**src/rtl/mips_pkg.sv**
```systemverilog
// mips_pkg: types and constants shared between the core and the memory arbiter.
//   arb_state_t  : arbiter FSM states (IDLE, BUSY_IF, BUSY_ME)
//   req_src_t    : which requester owns a bus transaction
//   MEM_READ / MEM_WRITE : polarity of mem_rd_wr (matches core data_rd_wr)
//   word_aligned : true when a byte offset addresses a full 32-bit word
package mips_pkg;

  typedef enum logic [1:0] {
    IDLE    = 2'd0,
    BUSY_IF = 2'd1,
    BUSY_ME = 2'd2
  } arb_state_t;

  typedef enum logic {
    SRC_IF = 1'b0,
    SRC_ME = 1'b1
  } req_src_t;

  localparam logic MEM_READ  = 1'b1;
  localparam logic MEM_WRITE = 1'b0;

  function automatic logic word_aligned(input logic [1:0] byte_off);
    return byte_off == 2'b00;
  endfunction

endpackage

```
**src/rtl/mem_arb_timer.sv**
```systemverilog
// mem_arb_timer: loadable down-counter used as the bus transaction watchdog.
// Only instantiated when MEM_ARB_TIMEOUT_EN is defined.
//   clk, reset : clock and synchronous active-high reset
//   load_i     : reload the counter with TIMEOUT-1 (issued on a grant)
//   en_i       : count down while a transaction is outstanding
//   expire_o   : counter has reached zero, i.e. this is the TIMEOUT-th busy cycle
module mem_arb_timer #(
  parameter int unsigned TIMEOUT = 64
) (
  input  logic clk,
  input  logic reset,
  input  logic load_i,
  input  logic en_i,
  output logic expire_o
);

  localparam int unsigned CW = (TIMEOUT > 1) ? $clog2(TIMEOUT) : 1;
  localparam logic [CW-1:0] LOAD_VAL = CW'(TIMEOUT - 1);

  logic [CW-1:0] count_q;

  always_ff @(posedge clk) begin
    if (reset) begin
      count_q <= '0;
    end else if (load_i) begin
      count_q <= LOAD_VAL;
    end else if (en_i && (count_q != '0)) begin
      count_q <= count_q - CW'(1);
    end
  end

  assign expire_o = (count_q == '0);

endmodule

```
**src/rtl/mem_port_arbiter.sv**
```systemverilog
// mem_port_arbiter: single-port memory arbiter between instruction fetch (IF)
// and load/store (ME). One transaction at a time is issued onto the shared bus;
// the arbiter then waits for mem_ready and returns data to the owner.
//   IF side  : if_req/if_addr in; if_gnt, if_valid, if_rdata, if_err out
//   ME side  : me_req/me_we/me_addr/me_wdata in; me_gnt, me_valid, me_rdata, me_err out
//   Bus side : mem_req/mem_addr/mem_wdata/mem_rd_wr out; mem_rdata/mem_ready in
// ME has priority, except that IF is forced after STARVE_MAX consecutive ME
// grants while it waits. Misaligned ME addresses are rejected with me_err.
// Optional feature macro MEM_ARB_TIMEOUT_EN: abort a transaction after TIMEOUT
// busy cycles without mem_ready and report it on if_err/me_err.
module mem_port_arbiter
  import mips_pkg::*;
#(
  parameter int unsigned ADDR_W     = 32,
  parameter int unsigned DATA_W     = 32,
  parameter int unsigned STARVE_MAX = 4,
  parameter int unsigned TIMEOUT    = 64
) (
  input  logic              clk,
  input  logic              reset,
  input  logic              if_req,
  input  logic [ADDR_W-1:0] if_addr,
  output logic              if_gnt,
  output logic              if_valid,
  output logic [DATA_W-1:0] if_rdata,
  output logic              if_err,
  input  logic              me_req,
  input  logic              me_we,
  input  logic [ADDR_W-1:0] me_addr,
  input  logic [DATA_W-1:0] me_wdata,
  output logic              me_gnt,
  output logic              me_valid,
  output logic [DATA_W-1:0] me_rdata,
  output logic              me_err,
  output logic              mem_req,
  output logic [ADDR_W-1:0] mem_addr,
  output logic [DATA_W-1:0] mem_wdata,
  output logic              mem_rd_wr,
  input  logic [DATA_W-1:0] mem_rdata,
  input  logic              mem_ready
);

  localparam int SW = $clog2(STARVE_MAX + 1);

  arb_state_t        state_q;
  logic [SW-1:0]     starve_q, starve_d;
  logic              if_gnt_q, me_gnt_q, if_valid_q, me_valid_q, me_err_q;
  logic              mem_req_q, mem_rd_wr_q;
  logic [ADDR_W-1:0] mem_addr_q;
  logic [DATA_W-1:0] mem_wdata_q, if_rdata_q, me_rdata_q;

  logic              busy, me_misaligned, if_forced, do_grant;
  req_src_t          grant_src;

  assign busy          = (state_q != IDLE);
  assign me_misaligned = me_req && !word_aligned(me_addr[1:0]);
  assign if_forced     = if_req && (starve_q == SW'(STARVE_MAX));

  // A misaligned ME request blocks every grant in that cycle, including a
  // forced IF grant; it is answered with me_err only.
  always_comb begin
    do_grant  = 1'b0;
    grant_src = SRC_IF;
    if (!busy && !me_misaligned) begin
      if (me_req && !if_forced) begin
        do_grant  = 1'b1;
        grant_src = SRC_ME;
      end else if (if_req) begin
        do_grant  = 1'b1;
        grant_src = SRC_IF;
      end
    end
  end

  // Counts ME grants that overtook a waiting fetch; any gap in if_req resets it.
  always_comb begin
    starve_d = starve_q;
    if (!if_req) begin
      starve_d = '0;
    end else if (do_grant && (grant_src == SRC_IF)) begin
      starve_d = '0;
    end else if (do_grant && (starve_q != SW'(STARVE_MAX))) begin
      starve_d = starve_q + SW'(1);
    end
  end

`ifdef MEM_ARB_TIMEOUT_EN
  logic timer_expire;
  logic if_err_q;

  mem_arb_timer #(
    .TIMEOUT(TIMEOUT)
  ) u_timer (
    .clk     (clk),
    .reset   (reset),
    .load_i  (do_grant),
    .en_i    (busy),
    .expire_o(timer_expire)
  );

  assign if_err = if_err_q;
`else
  logic unused_timeout_cfg;
  assign unused_timeout_cfg = |TIMEOUT;
  assign if_err             = 1'b0;
`endif

  always_ff @(posedge clk) begin
    if (reset) begin
      state_q     <= IDLE;
      starve_q    <= '0;
      if_gnt_q    <= 1'b0;
      me_gnt_q    <= 1'b0;
      if_valid_q  <= 1'b0;
      me_valid_q  <= 1'b0;
      me_err_q    <= 1'b0;
      mem_req_q   <= 1'b0;
      mem_addr_q  <= '0;
      mem_wdata_q <= '0;
      mem_rd_wr_q <= MEM_READ;
      if_rdata_q  <= '0;
      me_rdata_q  <= '0;
`ifdef MEM_ARB_TIMEOUT_EN
      if_err_q    <= 1'b0;
`endif
    end else begin
      if_gnt_q   <= 1'b0;
      me_gnt_q   <= 1'b0;
      if_valid_q <= 1'b0;
      me_valid_q <= 1'b0;
      me_err_q   <= 1'b0;
`ifdef MEM_ARB_TIMEOUT_EN
      if_err_q   <= 1'b0;
`endif
      starve_q <= starve_d;

      case (state_q)
        IDLE: begin
          if (me_misaligned) begin
            me_err_q <= 1'b1;
          end else if (do_grant) begin
            mem_req_q <= 1'b1;
            if (grant_src == SRC_ME) begin
              state_q     <= BUSY_ME;
              me_gnt_q    <= 1'b1;
              mem_addr_q  <= me_addr;
              mem_wdata_q <= me_wdata;
              mem_rd_wr_q <= me_we ? MEM_WRITE : MEM_READ;
            end else begin
              state_q     <= BUSY_IF;
              if_gnt_q    <= 1'b1;
              mem_addr_q  <= if_addr;
              mem_wdata_q <= '0;
              mem_rd_wr_q <= MEM_READ;
            end
          end
        end

        // mem_ready takes precedence over an expiring watchdog in the same cycle.
        BUSY_IF: begin
          if (mem_ready) begin
            if_rdata_q <= mem_rdata;
            if_valid_q <= 1'b1;
            mem_req_q  <= 1'b0;
            state_q    <= IDLE;
          end
`ifdef MEM_ARB_TIMEOUT_EN
          else if (timer_expire) begin
            if_err_q  <= 1'b1;
            mem_req_q <= 1'b0;
            state_q   <= IDLE;
          end
`endif
        end

        BUSY_ME: begin
          if (mem_ready) begin
            if (mem_rd_wr_q == MEM_READ) begin
              me_rdata_q <= mem_rdata;
            end
            me_valid_q <= 1'b1;
            mem_req_q  <= 1'b0;
            state_q    <= IDLE;
          end
`ifdef MEM_ARB_TIMEOUT_EN
          else if (timer_expire) begin
            me_err_q  <= 1'b1;
            mem_req_q <= 1'b0;
            state_q   <= IDLE;
          end
`endif
        end

        default: begin
          state_q   <= IDLE;
          mem_req_q <= 1'b0;
        end
      endcase
    end
  end

  assign if_gnt    = if_gnt_q;
  assign if_valid  = if_valid_q;
  assign if_rdata  = if_rdata_q;
  assign me_gnt    = me_gnt_q;
  assign me_valid  = me_valid_q;
  assign me_rdata  = me_rdata_q;
  assign me_err    = me_err_q;
  assign mem_req   = mem_req_q;
  assign mem_addr  = mem_addr_q;
  assign mem_wdata = mem_wdata_q;
  assign mem_rd_wr = mem_rd_wr_q;

endmodule

```
**config.mk**
```make
export PLATFORM = sky130hd
export DESIGN_NAME = mem_port_arbiter
export DESIGN_NICKNAME = d
export VERILOG_FILES = /design/src/rtl/mips_pkg.sv /design/src/rtl/mem_arb_timer.sv /design/src/rtl/mem_port_arbiter.sv
export SDC_FILE = /design/constraint.sdc
export NUM_CORES = 1
export LEC_CHECK = 0
export ABC_AREA = 1
export CORE_MARGIN = 2
export CORE_UTILIZATION = 44
export DETAILED_ROUTE_END_ITERATION = 10
export PLACE_DENSITY = 0.94
export SYNTH_ARGS = -nofsm -noshare
export SYNTH_HDL_FRONTEND = slang
export SYNTH_HIERARCHICAL = 1
export SYNTH_SLANG_ARGS = --single-unit
```
**constraint.sdc**
```tcl
create_clock -name clk -period 3.7 [get_ports clk]
set_input_delay 0.74 -clock clk [delete_from_list [all_inputs] [get_ports clk]]
set_output_delay 0.74 -clock clk [all_outputs]
set_load 0.01 [all_outputs]
```
==> key figures, run 1 <==
Placed design
  • GPL Wtd Cong: 0.761
  • Port bufs: 268
  • Pre-CTS setup slack: 0.777 ns
  • Hpwl dp: 11.8 mm

Final layout
  • Layout Area Growth over Synthesis: 60.8%
  • FILL cells: 901
  • Layout cell share with drive strength beyond 1: approximately 4.8%
  • Final nets: 1148
  • Antenna cells: 0

Min path
  • Hold Path Class: reg -> reg

Power
  • Seq pwr share: 38.4%
  • Net Sw Frac: 23.2%
  • Clk pwr share: 46.6%
  • Pleak: 3.57 nW
  • Logic pwr share: ~15%
  • Power Density: 475 nW/um2
  • Internal power: 0.00327 W
  • Maximum vdd drop: between 0.3 and 0.4 mV
  • Switching power: 0.000987 W

Yosys
  • Ys async rst share: 0%
  • Synth top cells by count: nand2_1 (180), dfxtp_1 (140), inv_1 (104), a21oi_1 (97), nor2_1 (69)
  • Synth Area per Inst: around 7.3 um2
  • Syn Nets: 902
  • Sequential fraction of the synthesis area: 50.3%
  • Synth warnings: 6
  • Top cells by area, synth: dfxtp_1 (50%), nand2_1 (12%), a21oi_1 (8.7%)
  • Yosys top cell area share: 50.3%
  • Synth Instances: 763
  • Mapped cell area: 5580 um2
  • Netlist cell types: 23
  • Post-synth top flop: dfxtp_1
  • Synth Register Bits: between 100 and 150
  • Number of synthesized flops with an enable pin: 0
  • Most frequent cell after synthesis: nand2_1
  • Yosys top cell by area: dfxtp_1

Floorplan
  • I/O pin count: between 200 and 300
  • Row count: ~40
  • Die area: 13600 um2
  • Die Width: roughly 120 um
  • Core area: 12500 um2
  • Initial core utilization: 44.5%
  • Die H: ~120 um

Setup path
  • Worst EP arrival: approximately 2.8 ns
  • CP Launch Type: input port
  • CP Class: in -> reg
  • Max FO, Critical Path: 64
  • Critical Path RT: approximately 4 ns
  • CP Capture Type: register

CTS
  • Worst-skew pair later-pin latency: 0.42 ns
  • Sink Count: 140
  • CTS Buffer Depth: 2
  • Root Buffer: clkbuf_16
  • Cts hold-fix bufs: 0
  • Post_cts resized: 0
  • Clk pin slew, worst setup/hold paths: about 0.06 ns
  • Htree depth: 4
  • CTS Buf Count: 17
  • Post-CTS Setup Bufs: 0
  • CTS tree: yes

STA
  • Hold Vio Cnt, Final: 0
  • Rel. slew slack: ~28%
  • Worst setup margin: 1.12 ns
  • Min Tclk post-route: 2.58 ns
  • Max Slew Vio Count: 0
  • Fin Clk Skew: 0.0142 ns
  • Setup Viol. Count Final: 0
  • Setup TNS: 0 ns
  • Slew @ Worst Pin: between 1 and 1.5 ns
  • RSZ-0062 raised after global routing: no
  • Period utilization: 69.8%
  • Fmax: between 300 and 400 MHz

Global route
  • Global-route wire length before repair: around 27 mm
  • Congestion Overflow GR: 0
  • Initial antenna violation count: 0
  • Largest net degree at the start of global routing: 72
  • Vias in the first global route: 5565
  • All-Layer GR Usage: 24.9%

Routing
  • WL final: 17.2 mm
  • Vias/cell: 4.87
  • Drt first pass iters: 5
  • Drt drc: 0
  • DR iter-0 viols: roughly 540
  • Final ANT Viol Nets: 0
  • Routed vias: 5818
  • Wirelength per Cell: 14.4 um

Status
  • Status: finished, final reports clean

Run
  • Max-cap viol count: 0
per-stage QoR:
stage / power [W] / utilization (%) / hold slack, ns / instances / cell area [um2]
final: 0.00426 / 71.6 / 0.445 / 1194 / 8970
after global routing: 0.00442 / 71.6 / 0.464 / 1194 / 8970
after CTS: 0.00428 / 71.6 / 0.447 / 1194 / 8970
after detailed placement: 0.00230 / 66.1 / 0.438 / 1162 / 8270
after global placement: 0.00228 / 66.1 / 0.430 / 1162 / 8270
after floorplan: 0.00194 / - / 0.456 / 763 / 5580
power groups by stage:
stage	Sequential, W	Combinational (W)	Clock, W
4_1_cts	0.00163	0.000640	0.00201
2_1_floorplan	0.00170	0.000243	0
6_report	0.00163	0.000637	0.00199
3_5_place_dp	0.00167	0.000633	0
5_1_grt	0.00164	0.000701	0.00208
3_3_place_gp	0.00166	0.000619	0
worst paths after layout:
check,from,end,slack [ns],cells after the start
worst max register to register,state_q[0],me_rdata[20],1.41,5
worst max-delay path,mem_ready,me_rdata[20],1.12,4
worst min register to register,me_rdata[8],me_rdata[8],0.44,2
worst min-delay path,me_rdata[8],me_rdata[8],0.44,2
critical path, cell delays in order:
cell,delay (ns)
clkdlybuf4s50_1,0.55
nand3_2,0.83
o21ai_0,0.59
a21oi_1,0.10
cell usage in the layout, fill, tap and decap left out, drive strengths merged:
cell type	instances
buf	8
nand2	183
a21oi	100
clkdlybuf4s50	267
conb	1
clkinvlp	1
nand3	40
o21ai	64
nand4	4
bufinv	6
clkbuf	23
dfxtp	140
inv	107
clkinv	1
nor3	1
nor2	71
ha	5
registers in the layout (all words and copies together), names as in the netlist, 2 cells and up:
name	count
starve_q	3
if_rdata	32
mem_wdata	32
mem_addr	32
state_q	2
me_rdata	32
logic make-up after synthesis:
logic type                 share of synthesized area [%]
and+or+nand+nor                                     22.0
buffers and inverters                               11.6
AOI/OAI and AO/OA                                   14.9
other                                             0.0673
DFF                                                 50.3
adders and majority gates                           1.12
per-layer routing:
layer / GRT usage (%) / wire [um] / vias up
met5: 0 / 0 / -
met1: 26.8 / 6590 / 2669
li1: - / - / 2873
met3: 12.0 / 1820 / 24
met2: 42.9 / 8520 / 252
met4: 8.94 / 253 / 0
layout make-up:
class,instances,area (um2),share of cell area (%)
tap,172,215,2.40
multi-input combinational,469,2130,23.7
inverter,106,398,4.44
timing repair buffer,275,2730,30.4
clock inverter,9,205,2.29
clock buffer,23,488,5.44
sequential,140,2800,31.3
Note: power is estimated with default switching activity, not from simulation.
==> inputs of run 2 (changes only) <==
--- a/config.mk
+++ b/config.mk
@@ -7,9 +7,9 @@
 export LEC_CHECK = 0
 export ABC_AREA = 1
 export CORE_MARGIN = 2
-export CORE_UTILIZATION = 44
+export CORE_UTILIZATION = 37
 export DETAILED_ROUTE_END_ITERATION = 10
-export PLACE_DENSITY = 0.94
+export PLACE_DENSITY = 0.85
 export SYNTH_ARGS = -nofsm -noshare
 export SYNTH_HDL_FRONTEND = slang
 export SYNTH_HIERARCHICAL = 1
==> constraint.sdc (replaced) <==
create_clock -name clk -period 2.3 [get_ports clk]
set_input_delay 0.46 -clock clk [delete_from_list [all_inputs] [get_ports clk]]
set_output_delay 0.46 -clock clk [all_outputs]
set_load 0.01 [all_outputs]
==> run 2 against run 1 <==
Core utilization decreased by 11 points. Register-to-register slack got worse by 0.78 ns. Combinational power increased by 66%. Wire length decreased by 2.8%. Cell count increased by 1.8%. Clock-buffer cell count decreased by 4. Non-clock buffer count increased by 9. Clock skew decreased by 0.0029 ns. First-iteration DRC count decreased by 45%. Largest power group is now registers.
==> key figures, run 2 (synthesis results as in run 1) <==
Final layout
  • Most common cell after layout, fill and taps aside: clkdlybuf4s50_1 (unchanged)
  • Layout Area Growth over Synthesis: 60.4% (was 60.8%)
  • Final nets: 1157 (was 1148)
  • Layout Cells excl Fill: 1215 (was 1194)
  • Layout cell share with drive strength beyond 1: 5.63% (was 4.79%)
  • FILL cells: 1276 (was 901)
  • Most frequent cells in the layout: clkdlybuf4s50_1 (267), nand2_1 (180), dfxtp_1 (140), inv_1 (104), a21oi_1 (97) (unchanged)
  • Antenna cells: 0 (unchanged)

CTS
  • Cts hold-fix bufs: 0 (unchanged)
  • Worst-skew pair later-pin latency: 0.41 ns (was 0.42 ns)
  • Post-CTS Setup Bufs: 0 (unchanged)
  • CTS Buffer Depth: 2 (unchanged)
  • Root Buffer: clkbuf_16 (unchanged)
  • CTS tree: yes (unchanged)
  • CTS Buf Count: 17 (unchanged)
  • Post_cts resized: 0 (unchanged)
  • Clk pin slew, worst setup/hold paths: 0.06 ns (about the same)
  • Htree depth: 4 (unchanged)
  • Sink Count: 140 (unchanged)

Routing
  • DR iter-0 viols: 299 (was 539)
  • Final ANT Viol Nets: 0 (unchanged)
  • WL final: 16.7 mm (was 17.2 mm)
  • Wirelength per Cell: 13.7 um (was 14.4 um)
  • Drt first pass iters: 5 (unchanged)
  • Drt drc: 0 (unchanged)
  • Vias/cell: 4.71 (was 4.87)
  • Routed vias: 5718 (was 5818)

Global route
  • Congestion Overflow GR: 0 (unchanged)
  • Vias in the first global route: 5503 (was 5565)
  • All-Layer GR Usage: 20.5% (was 24.9%)
  • Largest net degree at the start of global routing: 72 (unchanged)
  • Initial antenna violation count: 1 (was 0)
  • Global-route wire length before repair: 26.5 mm (was 26.6 mm)

Min path
  • Hold Path Class: reg -> reg (unchanged)

Floorplan
  • Die Width: 127 um (was 117 um)
  • Initial core utilization: 38.1% (was 44.5%)
  • Row count: 44 (was 41)
  • Die area: 16100 um2 (was 13600 um2)
  • I/O pin count: 270 (unchanged)
  • Die H: 127 um (was 117 um)
  • Core area: 14600 um2 (was 12500 um2)

Setup path
  • Buffers and inverters on the worst path: 1 (unchanged)
  • Cell family with the largest share of critical-path delay: buffers and inverters (was simple AND/OR/NAND/NOR gates)
  • CP Class: reg -> out (was in -> reg)
  • Max incr delay on CP: 0.59 ns (was 0.83 ns)
  • Critical Path RT: 1.84 ns (was 3.96 ns)
  • Worst EP arrival: 1.36 ns (was 2.84 ns)
  • CP Capture Type: output port (was register)
  • Max FO, Critical Path: 3 (was 64)
  • Slowest cell on crit path: clkdlybuf4s50_1 (was nand3_2)
  • Crit path cell chain: clkdlybuf4s50_1 (was clkdlybuf4s50_1, nand3_2, o21ai_0, a21oi_1)
  • CP Launch Type: register (was input port)

STA
  • Hold Vio Cnt, Final: 0 (unchanged)
  • Fin Clk Skew: 0.0113 ns (was 0.0142 ns)
  • Setup TNS: 0 ns (unchanged)
  • Slew @ Worst Pin: 0.789 ns (was 1.08 ns)
  • Setup Viol. Count Final: 0 (unchanged)
  • Period utilization: 79.3%
  • Min Tclk post-route: around 1.8 ns
  • Max Slew Vio Count: 0 (unchanged)
  • RSZ-0062 raised after global routing: no (unchanged)
  • Fmax: 548 MHz
  • Rel. slew slack: 47.4% (was 28.1%)

Placed design
  • Cells after DPL: 1183 (was 1162)
  • Port bufs: 268 (unchanged)
  • GPL Wtd Cong: 0.854 (was 0.761)
  • Hpwl dp: 12.1 mm (was 11.8 mm)

Power
  • Maximum vdd drop: 0.435 mV (was 0.347 mV)
  • Logic pwr share: 17.3% (was 15.0%)
  • Pleak: 3.55 nW (was 3.57 nW)
  • Power Density: 682 nW/um2 (was 475 nW/um2)
  • Clk pwr share: 39.7% (was 46.6%)
  • Switching power: 0.00159 W (was 0.000987 W)
  • Internal power: 0.00451 W (was 0.00327 W)
  • Seq pwr share: 43.0% (was 38.4%)
  • Net Sw Frac: 26.1% (was 23.2%)

Run
  • Max-cap viol count: 0 (unchanged)

Status
  • Status: finished, final reports clean (unchanged)
run 2: changes by cell type in the layout (fill, tap and decap cells not counted), sizes merged:
cell	delta
bufinv	-6
buf	+9
clkbuf	-4
clkinvlp	+4
inv	+2
clkinv	+4
run 2: layer usage:
metal | track usage [%] | up-vias | wire (um)
met4 | 8.34 | 2 | 388
met2 | 35.8 | 240 | 7990
met5 | 0 | - | 13
met3 | 7.59 | 30 | 1650
met1 | 22.7 | 2557 | 6660
li1 | - | 2889 | -
run 2: power groups by stage:
stage / clock network (W) / logic [W] / registers [W]
after floorplan: 0 / 0.000391 / 0.00273
after global placement: 0 / 0.00104 / 0.00267
after detailed placement: 0 / 0.00105 / 0.00268
after CTS: 0.00249 / 0.00106 / 0.00262
after global routing: 0.00261 / 0.00115 / 0.00264
final: 0.00242 / 0.00106 / 0.00262
run 2: through the flow:
stage	hold slack (ns)	worst slack (ns)	utilization (%)	power, W	cell area [um2]
global route	0.456	0.429	61.1	0.00640	8940
floorplan	0.456	0.838	-	0.00312	5580
CTS	0.444	0.430	61.1	0.00617	8940
detailed placement	0.435	0.294	57.5	0.00373	8420
finish	0.441	0.476	61.1	0.00610	8940
global placement	0.429	0.345	57.5	0.00371	8420
run 2: final timing paths:
| check | startpoint | end | slack (ns) | cells after the start |
|---|---|---|---|---|
| max | mem_rd_wr | mem_rd_wr | 0.48 | 1 |
| min | me_rdata[14] | me_rdata[14] | 0.44 | 2 |
| max reg2reg | starve_q[0] | mem_addr[14] | 0.63 | 10 |
| min reg2reg | me_rdata[14] | me_rdata[14] | 0.44 | 2 |
run 2: worst reg2reg max path, delay by kind of cell, from the launching register on:
family                     cells  cell delay [ns]
and+or+nand+nor                5             0.63
buffers and inverters          4             0.43
adders and majority gates      1             0.21
DFF                            1             0.35
run 2: layout make-up:
type	count	area, um2	area share (%)
Clock buffer	19	433	4.84
Clock inverter	13	92.6	1.04
Inverter	106	398	4.45
Multi-Input combinational cell	469	2130	23.8
Sequential cell	140	2800	31.3
Tap cell	184	230	2.57
Timing Repair Buffer	284	2860	32.0
==> patch 1, RTL diff (flow settings as in run 2) <==
Add a define of `MEM_ARB_TIMEOUT_EN`.
--- a/src/rtl/mem_port_arbiter.sv
+++ b/src/rtl/mem_port_arbiter.sv
@@ -9,4 +9,6 @@
 // Optional feature macro MEM_ARB_TIMEOUT_EN: abort a transaction after TIMEOUT
 // busy cycles without mem_ready and report it on if_err/me_err.
+`define MEM_ARB_TIMEOUT_EN
+
 module mem_port_arbiter
   import mips_pkg::*;
Formal check against the unedited RTL: same outputs for any inputs over 4 cycles, from zero or initial values and one cycle with reset high; that may be too few to reach the edited logic, so the function may still have changed.
==> patch 1 against run 2 <==
  * Final cell count shrank 1.2%
  * Worst setup slack worse by 0.038 ns
  * Critical path depth is the same
  * Clock skew decreased by 0.0019 ns
  * Final area up 3.0%
  * Area after synthesis rose by 2.7%
  * Sequential cell count grew 7
  * Routed wire length is 3.9% higher
  * Die area rose by 2.6%
  * Count of clock-buffer cells in the layout is 1 lower
  * Critical path type unchanged
Power is not compared: it rests on default switching activity, and its combinational part moved more than twofold at a synthesized area within 25%.
==> patch 1: results (changes against run 2) <==
CP peak stage delay 0.61 ns (+0.02 ns); Post-Synthesis Net Count 882 (-2.2%); GR Util All Layers 20.6% (about the same); first-pass GRT wire length 27,000 um (+1.8%); worst reg-to-reg path cell count 8 (-2); layout cell share with drive strength beyond 1 6.42% (+0.80 points); met3 Resource Use GR 6.24% (-1.4 points); initial antenna violation count 0 (-1); DP HPWL 12,400 um (+2.5%); port bufs 269 (+0.37%); crit path max-delay cell type clkdlybuf4s50_1; DRT iter0 DRCs 307 (+2.7%); vias in the first global route 5,431 (-1.3%); Slew HR 72.6% (+25 points); post-synthesis adder-cell area fraction 1.53% (+0.41 points); Filler Cell Count 1,278 (+0.16%); dpl ws 0.181 ns (-0.113 ns); via count 5,780 (+1.1%); DP Area 8610 sq um (+2.3%); Final nets 1,140 (-1.5%); DRT Pass-1 Iters 4 (-1); outcome complete, no violations; post-synthesis compound-gate area fraction 14.0% (-0.96 points); pin count of the biggest net entering global routing 65 (-9.7%); RD Place Congestion 0.807 (-5.5%); XOR/XNOR Fraction of Synth Area 0.153% (+0.15 points); Min-Delay Path Class in -> reg; cells after synthesis 741 (-2.9%); drt via density 4.82 (+2.3%); synth top area cells dfxtp_1 51%, nand2_1 9.8%, nor2_1 7.5%; Unique masters post-synth 28 (+22%); Setup Skew 0.00943 ns (-0.00189 ns); M2 GR Usage 34.6% (-1.2 points); Post-synth top cells 149 x nand2_1, 147 x dfxtp_1, 115 x nor2_1; sequential area share after synthesis 51.4% (+1.1 points); Routed WL 17,300 um (+3.9%); placed cells 1,168 (-1.3%)
==> patch 1: cell count changes after synthesis, sizes merged, moves of 7 or more <==
cell / before / now
dfxtp: 140 / 147
a21oi: 100 / 46
a22oi: 0 / 32
buf: 24 / 17
nand3: 40 / 63
nor2: 71 / 120
inv: 106 / 56
nand2: 183 / 153
==> patch 1: logic make-up (layout without fill, tap and decap cells) <==
logic type / count (synthesis) / count (layout)
simple gates: 344 / 344
flops: 147 / 147
compound gates: 143 / 143
xor+xnor: 1 / 1
buf+inv: 99 / 370
fa+ha+maj: 7 / 7
==> patch 1: final timing paths <==
check | slack, ns | end | from
max reg2reg | 0.49 | mem_addr[22]$_SDFFE_PP0P_ | state_q[1]$_SDFFE_PP0P_
max | 0.44 | mem_rd_wr | mem_rd_wr$_SDFFE_PP1P_
min reg2reg | 0.44 | me_rdata[10]$_SDFFE_PP0P_ | me_rdata[10]$_SDFFE_PP0P_
min | 0.39 | mem_wdata[7]$_SDFFE_PP0P_ | reset
==> patch 1: per-layer routing <==
layer,vias to the layer above,wire length [um],part of all wire (%)
met5,-,0,0
met4,0,514,3.0
met3,32,1070,6.2
met2,190,8680,50
met1,2634,7080,41
li1,2924,-,-
==> patch 1: cell type report <==
class / instances / area [sq um] / area share, %
Clock inverter: 14 / 168 / 1.82
Clock buffer: 18 / 429 / 4.66
Timing Repair Buffer: 282 / 2850 / 30.9
Inverter: 56 / 210 / 2.28
Tap cell: 188 / 235 / 2.55
Sequential cell: 147 / 2940 / 31.9
Multi-Input combinational cell: 495 / 2380 / 25.8
==> patch 1: worst register-to-register path: stages (launching register included) <==
cell and delay (ns):
dfxtp_1 0.33, inv_1 0.08, ha_1 0.31, inv_2 0.15
nor2_8 0.21, nand3_4 0.13, nor2_4 0.35, nand2_1 0.10
nand2_1 0.09
==> patch 2, RTL diff (config.mk and constraints of run 2) <==
Made on the original files. The 3 states of `arb_state_t` get a one-hot encoding in 3 bits.
--- a/src/rtl/mips_pkg.sv
+++ b/src/rtl/mips_pkg.sv
@@ -6,8 +6,8 @@
 package mips_pkg;
 
-  typedef enum logic [1:0] {
-    IDLE    = 2'd0,
-    BUSY_IF = 2'd1,
-    BUSY_ME = 2'd2
+  typedef enum logic [2:0] {
+    IDLE    = 3'b001,
+    BUSY_IF = 3'b010,
+    BUSY_ME = 3'b100
   } arb_state_t;
 
Check against the original RTL: same outputs for any inputs over 4 cycles, from zero or initial values and one cycle with reset high; so few cycles prove little.
==> patch 2 against run 2 <==
  * Area after synthesis shrank 3.8%
  * Total power grew 2.7%
  * Final area shrank 2.0%
  * Routed wire length grew 8.4%
  * First-iteration DRC count shrank 3.3%
  * Worst setup slack lost 0.25 ns
  * Die area shrank 3.7%
  * Largest cell class unchanged
  * Sequential cell count grew 1
  * Maximum frequency shrank 12%
  * Critical path type is now reg -> reg
  * Sequential power is essentially flat
==> patch 2: results (changes against run 2) <==
outcome complete, no violations; cells after synthesis 698 (-8.5%); dpl ws -0.146 ns (-0.441 ns); DRT Pass-1 Iters 4 (-1); DRT iter0 DRCs 289 (-3.3%); XOR/XNOR Fraction of Synth Area 0.163% (+0.16 points); crit-path max FO 52 (+49); M2 GR Usage 38.5% (+2.6 points); Unique masters post-synth 25 (+8.7%); GR Util All Layers 23.2% (+2.7 points); Async S/R FF share, synth 0% (unchanged); crit path to mem_wdata[24]$_SDFFE_PP0P_; placed cells 1,118 (-5.5%); Slew HR 24.7% (-23 points); LEAKAGE 3.61 nW (+1.7%); reg2reg setup slack 0.22 ns (-0.41 ns); post-synthesis adder-cell area fraction 0.467% (-0.66 points); Filler Cell Count 1,189 (-6.8%); RD Place Congestion 0.798 (-6.5%); H-tree depth 4 (unchanged); synthesis-to-finish area growth 63.5%; met3 Resource Use GR 8.68% (+1.1 points); layout cell share with drive strength beyond 1 7.73% (+2.1 points); synth top area cells dfxtp_1 53%, nand2_1 12%, nand3_1 11%; first-pass GRT wire length 29,100 um (+9.8%); M1 GR Usage 27.1% (+4.4 points); post-synthesis compound-gate area fraction 6.81% (-8.1 points); Sw Pwr 1.58 mW (-0.93%); Root Buffer clkbuf_16; worst setup path start starve_q[1]$_SDFFE_PP0P_; WP data arrival 2.44 ns (+1.08 ns); DP Area 8180 sq um (-2.8%); DP HPWL 12,800 um (+5.7%); pin count of the biggest net entering global routing 53 (-26%); Setup Skew 0.00621 ns (-0.00510 ns); post-layout min period 2.08 ns (+0.255 ns); Post-synth top cells 175 x nand2_1, 141 x dfxtp_1, 123 x nand3_1; Post-Synthesis Net Count 834 (-7.5%); Peak VDD IR 0.548 mV (+26%); sequential area share after synthesis 52.6% (+2.4 points); Routed WL 18,100 um (+8.4%); average wire per standard cell 15.7 um (+14%)
[patch 2: layout make-up]
| class | count | share of cell area, % |
|---|---|---|
| Clock inverter | 13 | 1.58 |
| Timing Repair Buffer | 288 | 32.4 |
| Sequential cell | 141 | 32.2 |
| Clock buffer | 19 | 5.05 |
| Tap cell | 180 | 2.57 |
| Inverter | 19 | 0.813 |
| Antenna cell | 1 | 0.0285 |
| Multi-Input combinational cell | 490 | 25.4 |
[patch 2: worst min path at each step]
stage                                            to  depth (start not counted)                      start  slack [ns]
after global placement    me_rdata[17]$_SDFFE_PP0P_                          2  me_rdata[17]$_SDFFE_PP0P_        0.45
final                     me_rdata[15]$_SDFFE_PP0P_                          2  me_rdata[15]$_SDFFE_PP0P_        0.46
after floorplan             state_q[2]$_SDFFE_PP0P_                          2    state_q[2]$_SDFFE_PP0P_        0.45
after detailed placement  me_rdata[15]$_SDFFE_PP0P_                          2  me_rdata[15]$_SDFFE_PP0P_        0.45
after global routing      me_rdata[20]$_SDFFE_PP0P_                          2  me_rdata[20]$_SDFFE_PP0P_        0.48
after CTS                 me_rdata[19]$_SDFFE_PP0P_                          2  me_rdata[19]$_SDFFE_PP0P_        0.46
[patch 2: kinds of logic (layout without fill, tap and decap cells)]
logic type | Yosys count | count (layout)
other | 1 | 2
XOR/XNOR | 1 | 1
AND/OR/NAND/NOR | 413 | 413
adder cells (fa/ha/maj) | 2 | 2
AO/OA/AOI/OAI | 73 | 73
buffers and inverters | 67 | 339
flip-flops | 141 | 141
[patch 2: per-layer routing]
layer | wire length (um) | part of all wire, % | up-vias
li1 | - | - | 2779
met1 | 7150 | 39 | 2528
met2 | 8840 | 49 | 250
met3 | 1750 | 9.7 | 28
met4 | 361 | 2.0 | 0
met5 | 0 | 0 | -
[patch 2: power by group through the flow]
stage / combinational, mW / sequential (mW) / clock [mW]
final: 0.925 / 2.62 / 2.72
after CTS: 0.932 / 2.62 / 2.77
after detailed placement: 0.927 / 2.67 / 0
after floorplan: 0.320 / 2.72 / 0
after global routing: 0.998 / 2.63 / 2.87
after global placement: 0.922 / 2.67 / 0
[patch 2: worst max-delay path, stage by stage (launching register included)]
cell and delay [ns]:
dfxtp_1 0.36, inv_1 0.06, ha_1 0.19, nand3_1 0.08, nand2_1 0.07, inv_2 0.07
nand2_2 0.07, nor2_4 0.84, nand2_1 0.14, nand2_1 0.11
